**src/rtl/wr_arb_pkg.sv**
```systemverilog
// ---------------------------------------------------------------------------
// wr_arb_pkg
// Shared definitions for the register-file write-port arbiter.
//   - Requester count and write-enable width
//   - MUX3S source-select encodings
//   - Special destination codes (R21, R22, broadcast)
//   - Arbiter state enum
//   - Small helpers for round-robin index stepping and source encoding
// ---------------------------------------------------------------------------
package wr_arb_pkg;

    localparam int NSRC  = 3;
    localparam int WEN_W = 20;

    // MUX3S encoding presented to the write decoder
    localparam logic [1:0] SRC_NONE  = 2'd0;
    localparam logic [1:0] SRC_MUX3D = 2'd1;
    localparam logic [1:0] SRC_RG2   = 2'd2;
    localparam logic [1:0] SRC_TR    = 2'd3;

    // Destination codes with non-linear mapping
    localparam logic [4:0] CODE_R21   = 5'd21;
    localparam logic [4:0] CODE_R22   = 5'd22;
    localparam logic [4:0] CODE_BCAST = 5'd31;

    typedef enum logic [1:0] {
        ST_IDLE  = 2'd0,
        ST_WRITE = 2'd1,
        ST_BCAST = 2'd2
    } arb_state_e;

    // Next requester index in round-robin order, wrapping modulo NSRC.
    function automatic logic [1:0] rr_next(input logic [1:0] idx);
        return (idx == 2'd2) ? 2'd0 : idx + 2'd1;
    endfunction

    // Requester index 0/1/2 maps onto MUX3S 1/2/3.
    function automatic logic [1:0] src_code(input logic [1:0] idx);
        return idx + 2'd1;
    endfunction

endpackage

```
**src/rtl/wr_port_arbiter_if.sv**
```systemverilog
// ---------------------------------------------------------------------------
// wr_port_arbiter_if
// Request-side bundle between the three destination-code sources and the
// write-port arbiter.
//   req_valid[2:0]      per-source request (bit0 MUX3D, bit1 RG2, bit2 TR)
//   req_dest_mux3d/rg2/tr  5-bit destination codes, stable while valid
//   req_ready[2:0]      per-source grant, at most one bit set
//
// Handshake: a source raises req_valid[i] with its code held stable; the
// transfer happens on the rising edge where req_valid[i] and req_ready[i]
// are both high. req_ready never depends on the destination codes.
// ---------------------------------------------------------------------------
interface wr_port_arbiter_if;
    import wr_arb_pkg::*;

    logic [NSRC-1:0] req_valid;
    logic [4:0]      req_dest_mux3d;
    logic [4:0]      req_dest_rg2;
    logic [4:0]      req_dest_tr;
    logic [NSRC-1:0] req_ready;

    modport master (
        output req_valid,
        output req_dest_mux3d,
        output req_dest_rg2,
        output req_dest_tr,
        input  req_ready
    );

    modport slave (
        input  req_valid,
        input  req_dest_mux3d,
        input  req_dest_rg2,
        input  req_dest_tr,
        output req_ready
    );

endinterface

```
**src/rtl/wr_code_decode.sv**
```systemverilog
// ---------------------------------------------------------------------------
// wr_code_decode
// Combinational 5-bit destination code to write-enable decode.
//   code      in   5-bit destination code
//   onehot    out  WEN_W-bit enable (one-hot, or all ones for broadcast)
//   valid     out  code maps onto a register (includes broadcast)
//   is_bcast  out  code is the broadcast code 31
// Map: 1..18 -> bit code-1, 21 -> bit 18, 22 -> bit 19, 31 -> all ones,
// anything else is illegal and decodes to zero.
// ---------------------------------------------------------------------------
module wr_code_decode
    import wr_arb_pkg::*;
(
    input  logic [4:0]       code,
    output logic [WEN_W-1:0] onehot,
    output logic             valid,
    output logic             is_bcast
);

    localparam logic [WEN_W-1:0] ONE = {{(WEN_W-1){1'b0}}, 1'b1};

    always_comb begin
        onehot   = '0;
        valid    = 1'b0;
        is_bcast = 1'b0;
        if (code >= 5'd1 && code <= 5'd18) begin
            onehot = ONE << (code - 5'd1);
            valid  = 1'b1;
        end else if (code == CODE_R21) begin
            onehot = ONE << 18;
            valid  = 1'b1;
        end else if (code == CODE_R22) begin
            onehot = ONE << 19;
            valid  = 1'b1;
        end else if (code == CODE_BCAST) begin
            onehot   = '1;
            valid    = 1'b1;
            is_bcast = 1'b1;
        end
    end

endmodule

```
**src/rtl/wr_port_arbiter.sv**
```systemverilog
// ---------------------------------------------------------------------------
// wr_port_arbiter
// Sequencing controller for the register-file write port. Round-robin
// arbitration between MUX3D, RG2 and TR destination sources, registered
// MUX3S select, destination code and one-hot write enable, two-cycle
// broadcast for code 31, sticky illegal-code flag and datapath stall.
//   Clock        in   system clock, rising edge
//   Reset        in   asynchronous active-high reset
//   req_if       slave request bundle (valid / codes / ready)
//   stall        in   hold: no grants, outputs register zero, state frozen
//   err_clear    in   clears err_invalid (a same-cycle set wins)
//   MUX3S        out  registered source select (0 none, 1 MUX3D, 2 RG2, 3 TR)
//   dest_out     out  registered accepted code
//   wr_en        out  registered write enable
//   busy         out  state not IDLE or wr_en non-zero
//   err_invalid  out  sticky illegal-code flag
//   state_dbg    out  current FSM state
//   rr_ptr_dbg   out  round-robin search start index
// ---------------------------------------------------------------------------
module wr_port_arbiter
    import wr_arb_pkg::*;
(
    input  logic             Clock,
    input  logic             Reset,
    wr_port_arbiter_if.slave req_if,
    input  logic             stall,
    input  logic             err_clear,
    output logic [1:0]       MUX3S,
    output logic [4:0]       dest_out,
    output logic [WEN_W-1:0] wr_en,
    output logic             busy,
    output logic             err_invalid,
    output logic [1:0]       state_dbg,
    output logic [1:0]       rr_ptr_dbg
);

    localparam logic [1:0] S_IDLE  = ST_IDLE;
    localparam logic [1:0] S_WRITE = ST_WRITE;
    localparam logic [1:0] S_BCAST = ST_BCAST;

    logic [1:0]       state_q,  state_d;
    logic [1:0]       ptr_q,    ptr_d;
    logic             tail_q,   tail_d;
    logic [1:0]       bc_src_q, bc_src_d;
    logic [1:0]       mux3s_q,  mux3s_d;
    logic [4:0]       dest_q,   dest_d;
    logic [WEN_W-1:0] wen_q,    wen_d;
    logic             err_q,    err_d;

    // ---------------- round-robin winner ----------------
    logic [1:0] cand0, cand1, cand2;
    logic [1:0] win_idx;
    logic       win_found;
    logic       grant_ok;
    logic       transfer;
    logic [4:0] win_dest;

    assign cand0 = ptr_q;
    assign cand1 = rr_next(ptr_q);
    assign cand2 = rr_next(cand1);

    always_comb begin
        win_idx   = 2'd0;
        win_found = 1'b0;
        if (req_if.req_valid[cand0]) begin
            win_idx   = cand0;
            win_found = 1'b1;
        end else if (req_if.req_valid[cand1]) begin
            win_idx   = cand1;
            win_found = 1'b1;
        end else if (req_if.req_valid[cand2]) begin
            win_idx   = cand2;
            win_found = 1'b1;
        end
    end

    // No grant while stalled, while the second broadcast cycle is pending
    // (BCAST) or while it is being presented (tail).
    assign grant_ok = !stall && (state_q != S_BCAST) && !tail_q;
    assign transfer = win_found && grant_ok;

    assign req_if.req_ready = transfer ? (3'b001 << win_idx) : 3'b000;

    always_comb begin
        case (win_idx)
            2'd0:    win_dest = req_if.req_dest_mux3d;
            2'd1:    win_dest = req_if.req_dest_rg2;
            default: win_dest = req_if.req_dest_tr;
        endcase
    end

    // ---------------- code decode ----------------
    logic [WEN_W-1:0] dec_onehot;
    logic             dec_valid;
    logic             dec_bcast;

    wr_code_decode u_decode (
        .code     (win_dest),
        .onehot   (dec_onehot),
        .valid    (dec_valid),
        .is_bcast (dec_bcast)
    );

    // ---------------- FSM / output next-state ----------------
    always_comb begin
        state_d  = state_q;
        ptr_d    = ptr_q;
        tail_d   = tail_q;
        bc_src_d = bc_src_q;
        mux3s_d  = SRC_NONE;
        dest_d   = '0;
        wen_d    = '0;
        err_d    = err_q;

        if (err_clear) begin
            err_d = 1'b0;
        end

        if (stall) begin
            // Outputs drop to zero; state, pointer and the saved broadcast
            // source hold. A tail write already went out, so nothing of it
            // needs resuming.
            tail_d = 1'b0;
        end else if (state_q == S_BCAST) begin
            // Second broadcast cycle, re-presenting the saved source.
            wen_d   = '1;
            mux3s_d = bc_src_q;
            dest_d  = CODE_BCAST;
            state_d = S_WRITE;
            tail_d  = 1'b1;
        end else if (transfer) begin
            ptr_d  = rr_next(win_idx);
            tail_d = 1'b0;
            if (dec_bcast) begin
                wen_d    = '1;
                mux3s_d  = src_code(win_idx);
                dest_d   = CODE_BCAST;
                bc_src_d = src_code(win_idx);
                state_d  = S_BCAST;
            end else if (dec_valid) begin
                wen_d   = dec_onehot;
                mux3s_d = src_code(win_idx);
                dest_d  = win_dest;
                state_d = S_WRITE;
            end else begin
                // Illegal code: handshake completes, nothing is written.
                state_d = S_IDLE;
                err_d   = 1'b1;
            end
        end else begin
            state_d = S_IDLE;
            tail_d  = 1'b0;
        end
    end

    always_ff @(posedge Clock or posedge Reset) begin
        if (Reset) begin
            state_q  <= S_IDLE;
            ptr_q    <= 2'd0;
            tail_q   <= 1'b0;
            bc_src_q <= SRC_NONE;
            mux3s_q  <= SRC_NONE;
            dest_q   <= '0;
            wen_q    <= '0;
            err_q    <= 1'b0;
        end else begin
            state_q  <= state_d;
            ptr_q    <= ptr_d;
            tail_q   <= tail_d;
            bc_src_q <= bc_src_d;
            mux3s_q  <= mux3s_d;
            dest_q   <= dest_d;
            wen_q    <= wen_d;
            err_q    <= err_d;
        end
    end

    assign MUX3S       = mux3s_q;
    assign dest_out    = dest_q;
    assign wr_en       = wen_q;
    assign err_invalid = err_q;
    assign busy        = (state_q != S_IDLE) || (|wen_q);
    assign state_dbg   = state_q;
    assign rr_ptr_dbg  = ptr_q;

endmodule

```
**src/flat_wrapper.sv**
```systemverilog
// flat-port wrapper written by rule: the top's interface ports become plain ports
module wr_port_arbiter_flat import wr_arb_pkg::*;
  (Clock, Reset, stall, err_clear, MUX3S, dest_out, wr_en, busy, err_invalid, state_dbg, rr_ptr_dbg, req_if_req_valid, req_if_req_dest_mux3d, req_if_req_dest_rg2, req_if_req_dest_tr, req_if_req_ready);
  wr_port_arbiter_if req_if_i ();
  input  logic Clock;
  input  logic Reset;
  input  logic stall;
  input  logic err_clear;
  output logic [1:0] MUX3S;
  output logic [4:0] dest_out;
  output logic [WEN_W-1:0] wr_en;
  output logic busy;
  output logic err_invalid;
  output logic [1:0] state_dbg;
  output logic [1:0] rr_ptr_dbg;
  input wire logic [$bits(req_if_i.req_valid)-1:0] req_if_req_valid;
  input wire logic [$bits(req_if_i.req_dest_mux3d)-1:0] req_if_req_dest_mux3d;
  input wire logic [$bits(req_if_i.req_dest_rg2)-1:0] req_if_req_dest_rg2;
  input wire logic [$bits(req_if_i.req_dest_tr)-1:0] req_if_req_dest_tr;
  output wire logic [$bits(req_if_i.req_ready)-1:0] req_if_req_ready;
  assign req_if_i.req_valid = req_if_req_valid;
  assign req_if_i.req_dest_mux3d = req_if_req_dest_mux3d;
  assign req_if_i.req_dest_rg2 = req_if_req_dest_rg2;
  assign req_if_i.req_dest_tr = req_if_req_dest_tr;
  assign req_if_req_ready = req_if_i.req_ready;
  wr_port_arbiter u_core (.Clock(Clock), .Reset(Reset), .req_if(req_if_i), .stall(stall), .err_clear(err_clear), .MUX3S(MUX3S), .dest_out(dest_out), .wr_en(wr_en), .busy(busy), .err_invalid(err_invalid), .state_dbg(state_dbg), .rr_ptr_dbg(rr_ptr_dbg));
endmodule
```
**config.mk**
```make
export PLATFORM = sky130hd
export DESIGN_NAME = wr_port_arbiter_flat
export DESIGN_NICKNAME = d
export VERILOG_FILES = /design/src/rtl/wr_arb_pkg.sv /design/src/rtl/wr_port_arbiter_if.sv /design/src/rtl/wr_code_decode.sv /design/src/rtl/wr_port_arbiter.sv /design/src/flat_wrapper.sv
export SDC_FILE = /design/constraint.sdc
export NUM_CORES = 1
export LEC_CHECK = 0
export ABC_AREA = 1
export CORE_AREA = 2 2 73 75
export CTS_CLUSTER_SIZE = 16
export DETAILED_ROUTE_END_ITERATION = 6
export DIE_AREA = 0 0 75 77
export DONT_BUFFER_PORTS = 1
export PLACE_DENSITY = 0.66
export SLEW_MARGIN = 15
export SYNTH_ARGS = -nofsm -noshare
export SYNTH_HDL_FRONTEND = slang
export SYNTH_HIERARCHICAL = 1
export SYNTH_SLANG_ARGS = --single-unit
```
**constraint.sdc**
```tcl
create_clock -name Clock -period 4.2 [get_ports Clock]
set_clock_uncertainty 0.2 [all_clocks]
set_input_delay 0.84 -clock Clock [delete_from_list [all_inputs] [get_ports Clock]]
set_output_delay 0.84 -clock Clock [all_outputs]
set_load 0.05 [all_outputs]
```
After elaboration in Yosys (flattened, before gate mapping):

Cells that the tools add are included.

* output and inout port bits: 36
* register bits after elaboration: 35
* bits of input ports: 22
* logic and storage cells: 97

* reduce and logical (&&, ||, !) cells: 12
* equality and inequality tests: 9
* shift operators: 2
* bitwise operators: 2
* magnitude comparators: 5
* mux-type cells: 55
* $add $sub $neg: 4

Operators with widths (count)
* 2-to-1 mux 20 bit: 9
* 2-to-1 mux 2 bit: 14
* 2-to-1 mux 5 bit: 5
* 2-to-1 mux 1 bit: 22
* OR reduction 20 bit: 1
* left shift 1 x 5 -> 20 bit, first input constant: 1
* == test 5 bit, second input constant: 3
* one-hot mux 5 bit (2 select lines): 1
* less-than comparator 2 x 3 -> 1 bit, second input constant: 3
* == test 2 bit, second input constant: 4
* adder 2 x 1 -> 2 bit, second input constant: 3
* binary-select mux 1 bit (select 2 bit): 3
* >= comparator 5 x 1 -> 1 bit, second input constant: 1
* less-or-equal comparator 5 bit, second input constant: 1
* subtractor 5 x 1 -> 5 bit, second input constant: 1
* logical AND 1 bit: 4
* AND reduction 4 bit: 1
* 2-to-1 mux 3 bit: 1
* AND reduction 3 bit: 1
* left shift 1 x 2 -> 3 bit, first input constant: 1
* == test 2 x 1 -> 1 bit, second input constant: 1
* logical NOT 1 bit: 2
* logical NOT 2 bit: 1
* inequality test 2 bit, second input constant: 1
* other kinds (3): 4

Depth between registers and ports, before layout:

Gate-level depths: netlist (run 1).

* depth in word-level cells: 21
* gate-level depth with buffers: 23
* depth with buffers taken out: 22

By module:

Netlist (run 1), hierarchy kept.

By module, submodules not included
* wr_port_arbiter: cells an instance 209, instances 1, sequential area each 875.8 sq um, area each 1808.0 sq um
* wr_code_decode: cells an instance 66, instances 1, sequential area each 0.0 sq um, area each 312.8 sq um

Worst setup path after synthesis (run 1):

No wires, ideal clock.

* path type: in2reg
* start: in req_if_req_valid[1]
* end: reg u_core.bc_src_q[0]
* setup slack: 440 ps
* stages on the path: 22
* arrival time: 3443 ps
* cells stage by stage: nor2_1 nand3b_2 inv_1 nand2_1 nand2_1 nand2_1 nand2_1 inv_1 ha_1 nor2_1 nand2_1 nand3_1 nand2_1 nor2_4 nand2_4 buf_6 inv_2 clkbuf_1 clkbuf_1 nand2_2 nand2_1 nand2_1

* cells in the longest elaborated chain, start to end: 13
* elaborated cells on any way between the ends: 28
* classes of those cells: 1 x add/sub; 2 x order compare; 4 x eq/ne; 17 x mux; 4 x reduce/logical

Ends and longest elaborated chain
* from (decl): RTL line flat_wrapper.sv:16 `input wire logic [$bits(req_if_i.req_valid)-1:0] req_if_req_valid;`
* binary-select mux 1 bit (select 2 bit): RTL line wr_port_arbiter.sv:71 `end else if (req_if.req_valid[cand2]) begin`
* 2-to-1 mux 1 bit (implied by the code): RTL line wr_port_arbiter.sv:71
* 2-to-1 mux 2 bit: RTL line wr_port_arbiter.sv:71
* 2-to-1 mux 2 bit: RTL line wr_port_arbiter.sv:68 `end else if (req_if.req_valid[cand1]) begin`
* 2-to-1 mux 2 bit (*): RTL line wr_port_arbiter.sv:65 `if (req_if.req_valid[cand0]) begin`
* == test 2 x 1 -> 1 bit / logical NOT 2 bit (equally long branches): RTL line wr_port_arbiter.sv:85 `case (win_idx)`
* one-hot mux 5 bit (2 select lines) (*): RTL line wr_port_arbiter.sv:85
* via u_core.win_dest[3]: RTL line wr_port_arbiter.sv:56 `logic [4:0] win_dest;`
* == test 5 bit: RTL line wr_code_decode.sv:35 `end else if (code == CODE_BCAST) begin`
* 2-to-1 mux 1 bit: RTL line wr_code_decode.sv:35
* 2-to-1 mux 1 bit: RTL line wr_code_decode.sv:32 `end else if (code == CODE_R22) begin`
* 2-to-1 mux 1 bit: RTL line wr_code_decode.sv:29 `end else if (code == CODE_R21) begin`
* 2-to-1 mux 1 bit (*): RTL line wr_code_decode.sv:26 `if (code >= 5'd1 && code <= 5'd18) begin`
* via u_core.dec_bcast: RTL line wr_port_arbiter.sv:95 `logic dec_bcast;`
* AND reduction 4 bit (no line) (*)
* to (signal assigned): RTL line wr_port_arbiter.sv:170 `bc_src_q <= bc_src_d;`
* to (decl): RTL line wr_port_arbiter.sv:44 `logic [1:0] bc_src_q, bc_src_d;`

The timed path passes the listed nets; every way through them passes the cells marked *. The select of a mux whose other input is x is not followed.
A chain may end at the register's enable or synchronous reset.

Worst setup path after layout (run 1):

* start: reg u_core.ptr_q[1] (netlist: u_core/rr_ptr_dbg[1])
* end: reg u_core.dest_q[3] (netlist: u_core/dest_out[3])

* cells in the longest elaborated chain, start to end: 21
* elaborated cells on any way between the ends: 40
* classes of those cells: 2 x add/sub; 2 x order compare; 6 x eq/ne; 27 x mux; 3 x reduce/logical

Ends and longest elaborated chain
* from (decl): RTL line wr_port_arbiter.sv:42 `logic [1:0] ptr_q, ptr_d;`
* from (signal assigned): RTL line wr_port_arbiter.sv:168 `ptr_q <= ptr_d;`
* adder 2 x 1 -> 2 bit / == test 2 bit (equally long branches): RTL line wr_arb_pkg.sv:34 `return (idx == 2'd2) ? 2'd0 : idx + 2'd1;`
* 2-to-1 mux 2 bit: RTL line wr_arb_pkg.sv:34
* adder 2 x 1 -> 2 bit / == test 2 bit (equally long branches): RTL line wr_arb_pkg.sv:34
* 2-to-1 mux 2 bit: RTL line wr_arb_pkg.sv:34
* binary-select mux 1 bit (select 2 bit): RTL line wr_port_arbiter.sv:71
* 2-to-1 mux 1 bit (implied by the code): RTL line wr_port_arbiter.sv:71
* 2-to-1 mux 2 bit: RTL line wr_port_arbiter.sv:71
* 2-to-1 mux 2 bit: RTL line wr_port_arbiter.sv:68
* (+3 left out)
* via u_core.win_dest[3]: RTL line wr_port_arbiter.sv:56
* (+4 left out)
* 2-to-1 mux 1 bit (*): RTL line wr_code_decode.sv:26
* via u_core.dec_valid: RTL line wr_port_arbiter.sv:94 `logic dec_valid;`
* 2-to-1 mux 5 bit (*): RTL line wr_port_arbiter.sv:140 `end else if (dec_valid) begin`
* 2-to-1 mux 5 bit (*): RTL line wr_port_arbiter.sv:134 `if (dec_bcast) begin`
* 2-to-1 mux 5 bit (*): RTL line wr_port_arbiter.sv:131 `end else if (transfer) begin`
* 2-to-1 mux 5 bit (*): RTL line wr_port_arbiter.sv:124 `end else if (state_q == S_BCAST) begin`
* 2-to-1 mux 5 bit (*): RTL line wr_port_arbiter.sv:119 `if (stall) begin`
* via u_core.dest_d[3]: RTL line wr_port_arbiter.sv:46 `logic [4:0] dest_q, dest_d;`
* to (signal assigned): RTL line wr_port_arbiter.sv:172 `dest_q <= dest_d;`
* to (decl): RTL line wr_port_arbiter.sv:46

Marks and branches as above.

==> qor.csv, run 1 <==
metric;value;unit
syn avg cell area;7.71;sq um
hold wc startpoint;u_core/bc_src_q[0];
hold depth;2;
M2 GR Usage;24.5;%
Via density;5.10;
final cell count without fillers;350;
post-synth top area share;41.3;%
final setup fails;0;
met3 usage;3.81;%
first-pass GRT wire length;7800;microns
CTS Sinks;35;
syn nets;302;
R2R setup slack;470;ps
EDFF count, synth;0;
Setup Fix Bufs, Post-CTS;0;
Final TNS setup;0;ps
number of global-route vias before repair;1681;
Layout area overhead;8.73;%
DRT iter0 DRCs;96;
largest net degree at the start of global routing;29;
Max clock buf depth;2;
hpwl dp;3600;microns
endpoints failing hold;0;
filler instances;498;
antenna viol nets, final;0;
top cells by count, synth;nand2_1, dfrtp_1, inv_1;
Final Cycle Share;88.7;%
PortBufs;0;
Final nets;307;
Finished Core Util;46.3;%
Congestion Overflow GR;0;
Slowest cell on crit path;dfrtp_1;
Worst-Skew Late Latency;290;ps
Worst EP arrival;3640;ps
sequential element share of the synthesized area;41.3;%
Cell variety after synth;30;
Yosys top cell by area;dfrtp_1;
clock transition at the registers of the reported paths;70;ps
most frequent cell on the critical path;nand2_1;
Worst Path Required;4110;ps
FF-to-FF Start;u_core/rr_ptr_dbg[1];
worst-margin pin slew;899;ps
FF+latch count, synth;35;
initial antenna violation count;0;
max_cap viols;0;
Slew Limit Fails;0;
# IOs;58;
CP max FO;22;
GR Util met1;25.3;%
first drt pass iteration count;4;
GR peak layer;met1;
drt drc;0;
Post-synth top flop;dfrtp_1;
CP Cell Sequence;buf_4 > nor2_2 > nand2_1 > nand3b_2 > inv_1 > nand2_1 > nand2_1 > nand2_1 > nand2_1 > inv_1 > ha_1 > nor2_1 > nand2_1 > nand3_1 > inv_1 > nand2_1 > nor2_1 > nor2_1 > nand3_1 > buf_4 > a21oi_1 > o21ai_0;
Total Die Area;5780;sq um
CTS tree;yes;
total wire length;4670;microns
critical path's largest stage delay;360;ps
status;complete, no violations;
CP Launch Type;flip-flop;
Via Count;1786;
HP Class;flip-flop to flip-flop;
most common cell in the netlist;nand2_1;
Starting Density;42.6;%
DR WL/cell;13.3;microns
Achievable Freq;268;MHz
reg2reg end;u_core/dest_out[3];
Die Y;77;microns
Horiz. Die Dim;75;microns
Slew headroom;40.0;%
Yosys warning count;6;
H-tree depth;2;
cells after synthesis;275;
largest cells by area after synthesis;dfrtp_1, nand2_1, a21oi_1;
asr flop ratio synth;100;%
Cells after DPL;343;
num rows;26;
Hold Path End;u_core/bc_src_q[0];
Crit Path Category;flip-flop to flip-flop;
CP endpoint kind;flip-flop;
share of cells above drive strength 1;16.4;%
Antenna diodes;0;
RSZ-0062 raised after global routing;no;
cells on worst reg2reg path;22;
core area;4980;sq um
area of the mapped netlist;2120;sq um
RD Place Congestion;0.867;
total CTS buffers;5;
Total GRT Usage;17.2;%
fin crit period;3730;ps
Clock Tree Root;clkbuf_8;
area by class of cell:
cell class,instances,area (sq um),area share (%)
clock buffer,6,82.6,3.58
timing repair buffer,10,75.1,3.26
tap,70,87.6,3.80
clock inverter,1,5.00,0.217
inverter,36,138,5.97
sequential,35,876,38.0
multi-input combinational,192,1040,45.2
cell usage in the layout (no fill, tap or decap), types with 2 or more instances in the layout:
master and count:
nand3_1 15, nor2_1 15, nor2_4 3, dfrtp_1 35, a21oi_1 26, nand2_2 3, nand4_1 6, o21ai_1 17
buf_4 10, nor4_1 5, nor2_2 6, nand2_1 55, o21ai_2 7, a22o_1 3, inv_1 30, ha_1 5
o21ai_0 16, clkbuf_8 6, nor3_1 2, inv_2 5
worst max-delay path: cells and delay by family (launching register included):
family | cells | cell delay, ps
AOI/OAI and AO/OA | 2 | 290
adders and majority gates | 1 | 280
buffers and inverters | 5 | 800
and+or+nand+nor | 14 | 1620
DFF | 1 | 360
what timing repair did:
item / in CTS / in global routing
endpoints found under the hold margin: 0 / 0
endpoints found under the setup margin: 0 / 1
resized for setup: 0 / 1
hold buffers: 0 / 0
worst max-delay path by stage:
stage / startpoint / to / depth (start not counted)
final: u_core/rr_ptr_dbg[1] / u_core/dest_out[3] / 22
after floorplan: req_if_req_valid[1] / u_core/bc_src_q[0] / 22
after global placement: req_if_req_valid[1] / u_core/dest_out[3] / 19
after global routing: u_core/rr_ptr_dbg[1] / u_core/dest_out[3] / 21
after CTS: u_core/rr_ptr_dbg[1] / u_core/wr_en[19] / 21
after detailed placement: req_if_req_valid[1] / u_core/wr_en[19] / 19
metrics by stage:
step                      area [sq um]  setup slack (ps)  hold WS (ps)
after floorplan                   2120               440           249
after global placement            2210               325           267
after detailed placement          2210               294           274
after CTS                         2300               488           293
after global routing              2310              15.4           320
final                             2310               474           291
registers in the layout, indices dropped and copies added, names as in the netlist:
register            flops
u_core/wr_en           20
u_core/dest_out         5
u_core/MUX3S            2
u_core/bc_src_q         2
u_core/rr_ptr_dbg       2
u_core/state_dbg        2
u_core/err_invalid      1
u_core/tail_q           1
metal layers:
layer / part of all wire, % / wire [microns]
met5: 0 / 0
met4: 2.0 / 92
met3: 6.3 / 296
met2: 43 / 1990
met1: 49 / 2290
logic make-up (layout without fill, tap and decap cells):
| logic type | Yosys count | count (layout) | synth area share [%] |
|---|---|---|---|
| fa+ha+maj | 5 | 5 | 2.95 |
| flops | 35 | 35 | 41.3 |
| buf+inv | 48 | 53 | 9.79 |
| compound gates | 71 | 71 | 18.8 |
| simple gates | 116 | 116 | 27.1 |
Power of run 1 is left out: the tool's default activity adds up to more than one toggle a clock period on the data nets, which glitch-free logic cannot reach.
==> run 2, diff against run 1 <==
Settings changed: CTS_BUF_LIST from default to sky130_fd_sc_hd__clkbuf_16.
==> run 2 against run 1 <==
  * Via count up 1.5%
  * Global-route usage up 0.36 points
  * First-iteration DRC count up 34%
  * Count of clock-buffer cells in the layout down 1
  * Die area unchanged
  * Cell area up 2.0%
  * Cell count unchanged
  * Core utilization up 0.93 points
  * Sequential cell count unchanged
  * Hold slack worse by 5.5 ps
  * Worst setup slack worse by 43 ps
  * Critical path type unchanged
  * Critical endpoint unchanged
==> qor.csv, run 2 (synthesis gave the netlist of run 1 again) <==
metric;value;unit;change
total wire length;4750;microns;+1.8%
initial antenna violation count;0;;unchanged
M2 GR Usage;25.8;%;+1.3 points
cts hold-fix bufs;0;;unchanged
worst-margin pin slew;872;ps;-27.5 ps
fin crit period;3770;ps;+43.5 ps
most frequent cell on the critical path;nand2_1;;
RD Place Congestion;0.867;;unchanged
Final TNS setup;0;ps;unchanged
Antenna diodes;0;;unchanged
FF-to-FF Start;u_core/rr_ptr_dbg[1];;
first drt pass iteration count;4;;unchanged
CTS Sinks;35;;unchanged
CP endpoint kind;flip-flop;;
DRT iter0 DRCs;129;;+34%
Clock Tree Root;clkbuf_16;;
PortBufs;0;;unchanged
CP Cell Sequence;buf_4 > nor2_2 > nand2_1 > nand3b_2 > inv_1 > nand2_1 > nand2_1 > nand2_1 > nand2_1 > inv_1 > ha_1 > nor2_1 > nand2_1 > nand3_1 > inv_1 > nand2_1 > nor2_1 > nor2_1 > nand3_1 > buf_4 > a21oi_1 > o21ai_0;;
most frequent cells in the layout;nand2_1, dfrtp_1, inv_1;;
Die Y;77;microns;unchanged
Total GRT Usage;17.6;%;+0.36 points
Crit Path Category;flip-flop to flip-flop;;
share of cells above drive strength 1;16.1;%;-0.36 points
antenna viol nets, final;0;;unchanged
R2R setup slack;430;ps;-40 ps
num rows;26;;unchanged
GR Util met1;25.7;%;+0.37 points
H-tree depth;2;;unchanged
endpoints failing hold;0;;unchanged
filler instances;496;;-0.40%
Slew Limit Fails;0;;unchanged
CP max FO;22;;unchanged
Max clock buf depth;2;;unchanged
hpwl dp;3600;microns;unchanged
Via Count;1812;;+1.5%
core area;4980;sq um;unchanged
Slew headroom;41.8;%;+1.8 points
CTS tree;yes;;
final cell count without fillers;350;;unchanged
Slowest cell on crit path;dfrtp_1;;
Crit. Startpoint;u_core/rr_ptr_dbg[1];;
Final Cycle Share;89.7;%;+1.0 points
RSZ-0062 raised after global routing;no;;
first-pass GRT wire length;7950;microns;+1.9%
Achievable Freq;265;MHz;-1.2%
number of global-route vias before repair;1718;;+2.2%
total CTS buffers;5;;unchanged
Final nets;307;;unchanged
Horiz. Die Dim;75;microns;unchanged
hold wc startpoint;u_core/bc_src_q[0];;
Worst-Skew Late Latency;270;ps;-20 ps
Largest register FFs;20;;unchanged
most common cell after layout, fill and taps aside;nand2_1;;
largest net degree at the start of global routing;29;;unchanged
Layout area overhead;10.9;%;
Total Die Area;5780;sq um;unchanged
final hold slack;286;ps;-5.54 ps
final setup fails;0;;unchanged
Worst Path Required;4090;ps;-20 ps
worst path buffer plus inverter count;5;;unchanged
Starting Density;42.6;%;unchanged
GR peak layer;met2;;
clock transition at the registers of the reported paths;50;ps;-20 ps
met3 usage;3.02;%;-0.79 points
Cells after DPL;343;;unchanged
critical path's largest stage delay;350;ps;about the same
cell family with most CP delay;simple AND/OR/NAND/NOR gates;;
# IOs;58;;unchanged
Worst EP arrival;3660;ps;+20 ps
Setup Fix Bufs, Post-CTS;0;;unchanged
DR WL/cell;13.6;microns;+1.8%
max_cap viols;0;;unchanged
Congestion Overflow GR;0;;unchanged
drt drc;0;;unchanged
HP Class;flip-flop to flip-flop;;
status;complete, no violations;;
Via density;5.18;;+1.5%
CP Launch Type;flip-flop;;
[run 2: cell count changes in the layout (fill, tap and decap cells not counted), sizes merged]
cell	previous run	this run
clkbuf	6	5
clkinv	1	2
[run 2: worst min-delay path: stages, from the launching register on]
cell and delay [ps]:
dfrtp_1 340, nand2_1 60, nand2_1 50
[run 2: cell type report]
type / count / area (sq um) / share of cell area, %
multi-input combinational: 192 / 1040 / 44.3
sequential: 35 / 876 / 37.2
inverter: 36 / 138 / 5.85
clock buffer: 5 / 125 / 5.32
tap: 70 / 87.6 / 3.72
timing repair buffer: 10 / 75.1 / 3.19
clock inverter: 2 / 8.76 / 0.372
[run 2: worst paths after layout]
check,end,depth (start not counted)
setup / recovery,u_core/dest_out[3],22
hold / removal,u_core/bc_src_q[0],2
setup reg to reg,u_core/dest_out[3],22
hold reg to reg,u_core/bc_src_q[0],2
max in group asynchronous,u_core/wr_en[3],2
min in group asynchronous,u_core/dest_out[2],1
[run 2: stage by stage]
step | instance area (sq um) | worst slack [ps] | utilization, %
2_1_floorplan | 2120 | 440 | -
3_3_place_gp | 2210 | 325 | 44.5
3_5_place_dp | 2210 | 294 | 44.5
4_1_cts | 2350 | 486 | 47.2
5_1_grt | 2350 | 4.79 | 47.3
6_report | 2350 | 431 | 47.3
[run 2: layer usage]
layer	routed length (microns)	vias up	part of all wire [%]
li1	-	918	-
met1	2280	817	48
met2	2150	71	45
met3	262	6	5.5
met4	59	0	1.2
met5	0	-	0
[run 2: timing repair]
item	4_1_cts	5_1_grt
endpoints found under the setup margin	0	3
hold endpoints to repair	0	0
resized for setup	0	1
Power of run 2 is left out for the same reason.
==> run 3, diff against run 2 <==
Settings changed: ABC_AREA 1 to default, CORE_AREA 2 2 73 75 to 2 2 72 74, DIE_AREA 0 0 75 77 to 0 0 74 76.
==> run 3 against run 2 <==
  * Worst setup slack better by 110 ps
  * Routed wire length fell by 10%
  * First-iteration DRC count is 11% lower
  * Area after synthesis shrank 3.6%
  * Sequential cell count unchanged
  * Maximum frequency is 3.0% higher
==> qor.csv, run 3 <==
metric;value;unit;change
Congestion Overflow GR;0;;unchanged
drt drc;0;;unchanged
antenna viol nets, final;0;;unchanged
Final Cycle Share;87.2;%;-2.6 points
Crit Path Category;primary input to flip-flop;;
Worst EP arrival;3660;ps;about the same
CP Launch Type;primary input;;
top cells by count, synth;dfrtp_1, nor2_1, a21oi_1, nand2_1, o21ai_1;;
design area;2250;sq um;-4.4%
Via density;5.32;;+2.7%
initial antenna violation count;0;;unchanged
metal2 WL;1960;microns;-8.6%
Setup Fix Bufs, Post-CTS;0;;unchanged
RSZ-0062 raised after global routing;no;;
clock transition at the registers of the reported paths;50;ps;about the same
critical path's largest stage delay;400;ps;+50 ps
Horiz. Die Dim;74;microns;-1.3%
Worst-Skew Late Latency;270;ps;about the same
number of global-route vias before repair;1517;;-12%
CTS Sinks;35;;unchanged
RD Place Congestion;0.881;;+1.6%
first-pass GRT wire length;7060;microns;-11%
Yosys top cell by area;dfrtp_1;;
Met1 Wirelength;2060;microns;-9.8%
area of the mapped netlist;2040;sq um;-3.6%
CP Cell Sequence;a21oi_1 > o211ai_1 > inv_1 > ha_1 > nor2_1 > a21o_1 > inv_1 > o211a_1 > a311oi_1 > buf_4 > a21o_1 > a21oi_1 > nor2_1;;
asr flop ratio synth;100;%;unchanged
cells after synthesis;236;;-14%
largest net degree at the start of global routing;36;;+24%
CP endpoint kind;flip-flop;;
cts hold-fix bufs;0;;unchanged
total CTS buffers;5;;unchanged
Slowest cell on crit path;o211ai_1;;
Achievable Freq;273;MHz;+3.0%
Final TNS setup;0;ps;unchanged
post-CTS sizing;0;;unchanged
Die Y;76;microns;-1.3%
FF+latch count, synth;35;;unchanged
Slew headroom;57.7;%;+16 points
status;complete, no violations;;
endpoints failing hold;0;;unchanged
Cell variety after synth;40;;+33%
total wire length;4280;microns;-10%
# IOs;58;;unchanged
Worst Path Required;4200;ps;+110 ps
Starting Density;41.6;%;-0.99 points
share of cells above drive strength 1;14.3;%;-1.7 points
CP max FO;12;;-45%
sequential element share of the synthesized area;42.8;%;+1.5 points
Max clock buf depth;2;;unchanged
H-tree depth;2;;unchanged
CTS tree;yes;;
DRT iter0 DRCs;115;;-11%
Post-synth top flop;dfrtp_1;;
Antenna diodes;0;;unchanged
cell family with most CP delay;compound AO/OA/AOI/OAI gates;;
peak supply drop;234;uV;
Clock Tree Root;clkbuf_16;;
num rows;26;;unchanged
Slew Limit Fails;0;;unchanged
Via Count;1632;;-9.9%
core area;4910;sq um;-1.3%
largest cells by area after synthesis;dfrtp_1, nor2_1, a21oi_1;;
syn avg cell area;8.66;sq um;+12%
worst-margin pin slew;634;ps;-238 ps
DR WL met3;192;microns;-27%
Largest register FFs;20;;unchanged
placed instance area;2110;sq um;-4.6%
Pwr Density;630;nW/um^2;
post-synth top area share;42.8;%;+1.5 points
Total GRT Usage;16.2;%;-1.4 points
worst path buffer plus inverter count;3;;-2
Final nets;263;;-14%
HP Class;flip-flop to flip-flop;;
PortBufs;0;;unchanged
most frequent cells in the layout;dfrtp_1, nor2_1, nand2_1, a21oi_1, o21ai_1;;
max_cap viols;0;;unchanged
Total Die Area;5620;sq um;-2.6%
fin crit period;3660;ps;-109 ps
Layout area overhead;9.98;%;
final setup fails;0;;unchanged
first drt pass iteration count;5;;+1
DR top layer;met4;;
syn nets;263;;-13%
EDFF count, synth;0;;unchanged
hpwl dp;3210;microns;-11%
cell leakage power;0.00104;uW;
DR WL/cell;13.9;microns;+2.6%
Yosys warning count;6;;unchanged
## run 3: changes by cell type in the layout (fill, tap and decap cells not counted), moves of 7 or more
cell / change
a21oi_1: -7
inv_1: -20
nand2_1: -36
nor2_1: +20
o21ai_0: -11
## run 3: per-layer routing
metal  vias to the layer above  global-route usage, %
met5                         -                      0
met2                        56                   23.5
met3                         5                   3.57
li1                        816                      -
met1                       755                   23.2
met4                         0                   6.55
## run 3: through the flow
stage	instances	setup slack, ps	hold WS (ps)	util [%]	total power [uW]
2_1_floorplan	236	488	246	-	1000
3_3_place_gp	299	357	274	43.0	1080
3_5_place_dp	299	292	279	43.0	1090
4_1_cts	307	573	289	45.8	1430
5_1_grt	307	199	324	45.8	1510
6_report	307	539	293	45.8	1420
## run 3: worst paths after layout
check	start	to	slack [ps]	cells after the start
worst max-delay path	req_if_req_valid[2]	u_core/wr_en[13]	540	13
worst max register to register	u_core/rr_ptr_dbg[1]	u_core/wr_en[13]	620	13
min in group asynchronous	Reset	u_core/wr_en[13]	350	2
max in group asynchronous	Reset	u_core/MUX3S[1]	3150	2
worst min register to register	u_core/bc_src_q[1]	u_core/MUX3S[1]	290	2
worst min-delay path	u_core/bc_src_q[1]	u_core/MUX3S[1]	290	2
## run 3: layout make-up
| class | instances | area [sq um] |
|---|---|---|
| Timing Repair Buffer | 11 | 82.6 |
| Sequential cell | 35 | 876 |
| Clock buffer | 5 | 125 |
| Clock inverter | 3 | 11.3 |
| Inverter | 9 | 33.8 |
| Fill cell | 463 | 2660 |
| Multi-Input combinational cell | 174 | 1030 |
| Tap cell | 70 | 87.6 |
## run 3: power by group
part / switching (uW) / internal, uW / total [uW]
Clock: 122 / 213 / 334
Sequential: 194 / 391 / 585
Combinational: 321 / 177 / 498
## run 3: tightest hold or removal path, delay by kind of cell, from the launching register on
kind / cells / cell delay, ps
flip-flops: 1 / 340
AND/OR/NAND/NOR: 1 / 60
AO/OA/AOI/OAI: 1 / 60
## run 3: logic make-up (layout without fill, tap and decap cells)
family	after synthesis	in the layout	synth area share [%]
flip-flops	35	35	42.8
AND/OR/NAND/NOR	95	95	22.3
multiplexers	3	3	1.65
adder cells (fa/ha/maj)	5	5	3.06
XOR/XNOR	2	2	0.857
buffers and inverters	27	28	6.67
AO/OA/AOI/OAI	69	69	22.6
(Power assumes the default switching activity.)
